### config.mk
export PLATFORM = sky130hd
export DESIGN_NAME = req_encoder_4to2
export DESIGN_NICKNAME = d
export VERILOG_FILES = /design/src/rtl/req_encoder_4to2_pkg.sv /design/src/rtl/req_encoder_4to2_prio_pick.sv /design/src/rtl/req_encoder_4to2.sv
export SDC_FILE = /design/constraint.sdc
export NUM_CORES = 1
export LEC_CHECK = 0
export BUFFER_PORTS_ARGS = -buffer_cell sky130_fd_sc_hd__buf_2
export CORE_AREA = 2 2 39 41
export CTS_CLUSTER_DIAMETER = 40
export DETAILED_ROUTE_END_ITERATION = 10
export DIE_AREA = 0 0 41 43
export PLACE_DENSITY_LB_ADDON = 0.2
export SLEW_MARGIN = 5
export SYNTH_ARGS = -nofsm -noshare
export SYNTH_HDL_FRONTEND = slang
export SYNTH_SLANG_ARGS = --single-unit
### constraint.sdc
create_clock -name clk -period 1.1 [get_ports clk]
set_input_delay 0.055 -clock clk [delete_from_list [all_inputs] [get_ports clk]]
set_output_delay 0.055 -clock clk [all_outputs]
set_load 0.02 [all_outputs]
### src/rtl/req_encoder_4to2_pkg.sv
// Shared types and defaults for the request encoder.
// Index width derives from the request count through clog2.
package req_encoder_4to2_pkg;

  localparam int unsigned N_REQ_DEF = 4;
  localparam int unsigned IDX_W_DEF = 2;

  typedef logic [IDX_W_DEF-1:0] idx_t;

  typedef enum logic [0:0] {
    StEmpty,
    StFull
  } out_state_e;

  function automatic int unsigned clog2(input int unsigned n);
    int unsigned r;
    r = 0;
    for (int i = 0; i < 32; i++) begin
      if ((32'd1 << i) < n) r = i + 1;
    end
    return r;
  endfunction

endpackage

### src/rtl/req_encoder_4to2_prio_pick.sv
// Combinational find-first-set over a request vector, starting the search at offset and
// wrapping from the top bit back to bit 0.
module prio_pick #(
  parameter int unsigned N_REQ = 4,
  parameter int unsigned IDX_W = 2
) (
  input  logic [N_REQ-1:0] vec,
  input  logic [IDX_W-1:0] offset,
  output logic             found,
  output logic [IDX_W-1:0] idx
);

  logic [IDX_W-1:0] pos;

  always_comb begin
    found = 1'b0;
    idx   = '0;
    pos   = '0;
    for (int i = 0; i < N_REQ; i++) begin
      // N_REQ is a power of two, so IDX_W-bit addition wraps naturally.
      pos = offset + IDX_W'(i);
      if (!found && vec[pos]) begin
        found = 1'b1;
        idx   = pos;
      end
    end
  end

endmodule

### src/rtl/req_encoder_4to2.sv
// Sequential request encoder: captures request pulses into a pending set and issues them one
// at a time as binary indices over a valid/ready handshake.
module req_encoder_4to2
  import req_encoder_4to2_pkg::*;
#(
  parameter int unsigned N_REQ       = N_REQ_DEF,
  parameter int unsigned IDX_W       = clog2(N_REQ),
  parameter int unsigned ROUND_ROBIN = 0
) (
  input  logic             clk,
  input  logic             rst_n,
  input  logic             enable,
  input  logic [N_REQ-1:0] req,
  output logic [IDX_W-1:0] out_idx,
  output logic             out_valid,
  input  logic             out_ready,
  output logic [N_REQ-1:0] pending,
  output logic             overflow
);

  out_state_e       state_q, state_d;
  logic [IDX_W-1:0] idx_q, idx_d;
  logic [IDX_W-1:0] ptr_q, ptr_d;
  logic [N_REQ-1:0] pending_q, pending_d;
  logic             overflow_q, overflow_d;

  logic             load;
  logic [N_REQ-1:0] load_mask;
  logic [N_REQ-1:0] req_eff;
  logic [IDX_W-1:0] offset;
  logic             found;
  logic [IDX_W-1:0] pick_idx;

  assign offset = (ROUND_ROBIN != 0) ? ptr_q + IDX_W'(1) : '0;

  prio_pick #(
    .N_REQ (N_REQ),
    .IDX_W (IDX_W)
  ) u_pick (
    .vec    (pending_q),
    .offset (offset),
    .found  (found),
    .idx    (pick_idx)
  );

  always_comb begin
    state_d   = state_q;
    idx_d     = idx_q;
    ptr_d     = ptr_q;
    load_mask = '0;
    load      = (state_q == StEmpty) || out_ready;
    if (load) begin
      if (found) begin
        load_mask[pick_idx] = 1'b1;
        state_d             = StFull;
        idx_d               = pick_idx;
        ptr_d               = pick_idx;
      end else begin
        state_d = StEmpty;
      end
    end
    req_eff    = enable ? req : '0;
    // New requests are OR-ed in after the clear, so set wins over clear.
    pending_d  = (pending_q & ~load_mask) | req_eff;
    overflow_d = |(req_eff & pending_q & ~load_mask);
  end

  always_ff @(posedge clk or negedge rst_n) begin
    if (!rst_n) begin
      state_q    <= StEmpty;
      idx_q      <= '0;
      ptr_q      <= IDX_W'(N_REQ - 1);
      pending_q  <= '0;
      overflow_q <= 1'b0;
    end else begin
      state_q    <= state_d;
      idx_q      <= idx_d;
      ptr_q      <= ptr_d;
      pending_q  <= pending_d;
      overflow_q <= overflow_d;
    end
  end

  assign out_idx   = idx_q;
  assign out_valid = (state_q == StFull);
  assign pending   = pending_q;
  assign overflow  = overflow_q;

endmodule

==> impl_results.rst <==
.. list-table::
   :header-rows: 1

   * - Metric
     - Value
   * - Final setup margin
     - 0.0419 ns
   * - Power density normalized to cell area
     - 1610 nW/um^2
   * - Crit share post-route
     - 96.2%
   * - Most instantiated library cell after synthesis
     - dfrtp_1
   * - Delay of the slowest cell on the worst path
     - 0.39 ns
   * - Worst-skew pair later-pin latency
     - 0.25 ns
   * - Number of iterations in the first detailed-routing pass
     - 1
   * - Detailed Place HPWL
     - 634 microns
   * - Critical path fanouts, max
     - 8
   * - Clk_skew
     - 0.00174 ns
   * - Number of slew-limit violations in the final report
     - 0
   * - Run status
     - finished, final reports clean
   * - Boundary Pins
     - 16
   * - Fin nets
     - 66
   * - Count of yosys warnings during synthesis
     - 0
   * - Synthesized Nets
     - 44
   * - Clk Tree Root Cell
     - clkbuf_4
   * - Post-CTS Setup Bufs
     - 0
   * - Routed length per placed instance
     - 11.0 microns
   * - DRC violations left
     - 0
   * - Die boundary height
     - 43 microns
   * - Slew at the pin with the worst max-slew slack
     - 0.196 ns
   * - Pre-CTS setup slack
     - -0.0207 ns
   * - Count of antenna-violating nets left after detailed routing
     - 0
   * - Num Clock Sinks
     - 8
   * - Antenna Diode Count
     - 0
   * - Classification of the worst setup path
     - reg -> reg
   * - Sequential fraction of the synthesis area
     - 51.4%
   * - Vias in the first global route
     - 301
   * - Number of maximum-capacitance constraint violations
     - 0
   * - Leading cell types by total area after synthesis
     - dfrtp_1, nand2_1, o21ai_4, a2bb2oi_2, nor2_1
   * - Tmin final
     - 1.06 ns
   * - Most numerous cell types in the synthesized netlist
     - dfrtp_1, nand2_1, nor2_1
   * - Headroom to the max-slew limit
     - 87.0%
   * - Clock tree from TritonCTS
     - built
   * - Layout cell share with drive strength beyond 1
     - 47.4%
   * - Synth cell types
     - 18
   * - H-tree depth reported by CTS
     - 1
   * - Chip width
     - 41 microns
   * - Number of antenna violations at the first check in global routing
     - 0
   * - Dominant synthesized flop cell
     - dfrtp_1
   * - Flip-flop and latch count after synthesis
     - 8
   * - Clock slew seen by the registers of the worst setup and hold paths
     - 0.06 ns
   * - Maximum clock frequency
     - 945 MHz
   * - Area of the core
     - 1380 sq um
   * - Synth-to-layout area growth
     - 37.0%
   * - Cell Area, Synth
     - 389 sq um
   * - Number of violations reported at the end of detailed-routing iteration 0
     - 0
   * - Setup Total Neg Slack
     - 0 ns
   * - Yosys top cell area share
     - 51.4%
   * - Floorplan die area
     - 1760 sq um
   * - Post-synthesis cell count
     - 36
   * - GRT Residual Overflow
     - 0
   * - Buf+Inv Stages, Crit Path
     - 0
   * - Required time of the critical path
     - 1.23 ns
   * - Crit path arrival time
     - 1.19 ns
   * - Sort of element at the end of the critical path
     - flop
   * - Critical path's top delay family
     - flip-flops
   * - GPL Wtd Cong
     - 0.670
   * - Row count
     - 14
   * - Peak ir drop on the vdd network
     - 551 uV
   * - Largest net degree at the start of global routing
     - 9
   * - Synth async-reset ratio
     - 100%
   * - Global-route total usage across every layer
     - 11.3%
   * - Number of CTS-inserted buffers
     - 3
   * - Cell accounting for the most synthesized area
     - dfrtp_1
   * - Highest-delay cell along the critical path
     - dfrtp_2
   * - Number of synthesized flops with an enable pin
     - 0
   * - Global-route wire length before repair
     - 1280 microns
   * - Average cell area after synthesis
     - 10.8 sq um
   * - Leakage
     - 0.268 nW
   * - Total wire length after detailed routing
     - 801 microns
   * - Effective utilization at floorplan
     - 28.1%
   * - Path type of the worst min-delay path
     - in -> reg
   * - Setup violators final
     - 0
   * - Setup repair after global routing missed its margin
     - yes
   * - I/O Buffers
     - 15
   * - Clock Tree Buf Depth
     - 2
   * - Critical path startpoint category
     - flop
   * - Final hold violation count
     - 0
   * - Via count
     - 323
   * - Via count normalized by instance count
     - 4.42
   * - Cell chain of the critical path
     - nor2b_4 -> nand2b_4 -> a2bb2oi_2 -> o211ai_2
-- report_power, final --
group          switching [W]  total [W]  internal (W)
logic               0.000143   0.000251      0.000108
clock network       0.000101   0.000239      0.000139
registers          0.0000348   0.000370      0.000335
total               0.000278   0.000860      0.000582
-- layout by cell type (no fill, tap or decap), types with 2 or more instances in the layout --
cell type	synthesis	routed
dfrtp_1	8	7
buf_4	0	2
inv_1	2	2
clkbuf_4	0	3
a21oi_1	2	2
nor2_1	4	3
nand2_1	7	7
buf_2	0	15
-- timing repair --
action | 4_1_cts | 5_1_grt
hold buffers | 1 | 0
pin swaps | 0 | 0
resized for setup | 1 | 2
setup endpoints to repair | 2 | 1
hold endpoints to repair | 8 | 0
-- registers in the layout (all words and copies together), names as in the netlist --
name and cells:
pending 4, out_idx 2, out_valid 1, overflow 1
-- area by class of cell --
class | count | area (sq um)
inverter | 2 | 7.51
clock buffer | 4 | 26.3
sequential | 8 | 201
multi-input combinational | 25 | 178
fill | 152 | 851
tap | 16 | 20.0
timing repair buffer | 18 | 100
-- cell families (layout without fill, tap and decap cells) --
logic type | count (synthesis) | in the layout | synth area share, %
compound gates | 9 | 9 | 21.2
buf+inv | 3 | 24 | 4.82
flops | 8 | 8 | 51.4
simple gates | 16 | 16 | 22.5
-- routing by layer --
metal | share of wire, % | wire length (microns) | vias to the layer above | global-route usage (%)
met3 | 9.2 | 74 | 2 | 3.14
met5 | 0 | 0 | - | 0
met4 | 1.5 | 12 | 0 | 10.0
met2 | 42 | 335 | 13 | 14.7
met1 | 47 | 378 | 142 | 14.5
li1 | - | - | 166 | -
-- tightest hold or removal path: stages --
cell	delay, ns
buf_2	0.07
nand2_1	0.05
nand2_1	0.06
-- path summary, 6_finish.rpt --
kind | start | to | slack, ns | cells past startpoint
worst min register to register | out_idx[1]$_DFFE_PN0P_ | out_idx[1]$_DFFE_PN0P_ | 0.51 | 1
max in group asynchronous | rst_n | out_valid$_DFFE_PN0N_ | 0.74 | 2
worst max-delay path | out_valid$_DFFE_PN0N_ | overflow$_DFF_PN0_ | 0.04 | 4
worst min-delay path | req[1] | pending[1]$_DFF_PN0_ | 0.03 | 3
worst max register to register | out_valid$_DFFE_PN0N_ | overflow$_DFF_PN0_ | 0.04 | 4
min in group asynchronous | rst_n | pending[3]$_DFF_PN0_ | 0.18 | 2
-- through the flow --
stage	power, W	util, %	hold slack, ns	instances	area (sq um)
6_report	0.000860	38.5	0.0276	73	533
5_1_grt	0.000919	38.5	0.0394	73	533
4_1_cts	0.000875	38.2	0.0268	73	528
3_5_place_dp	0.000620	35.4	-0.0879	68	489
3_3_place_gp	0.000618	35.4	-0.0905	68	489
2_1_floorplan	0.000525	-	-0.241	36	390
Note: power is estimated with default switching activity, not from simulation.
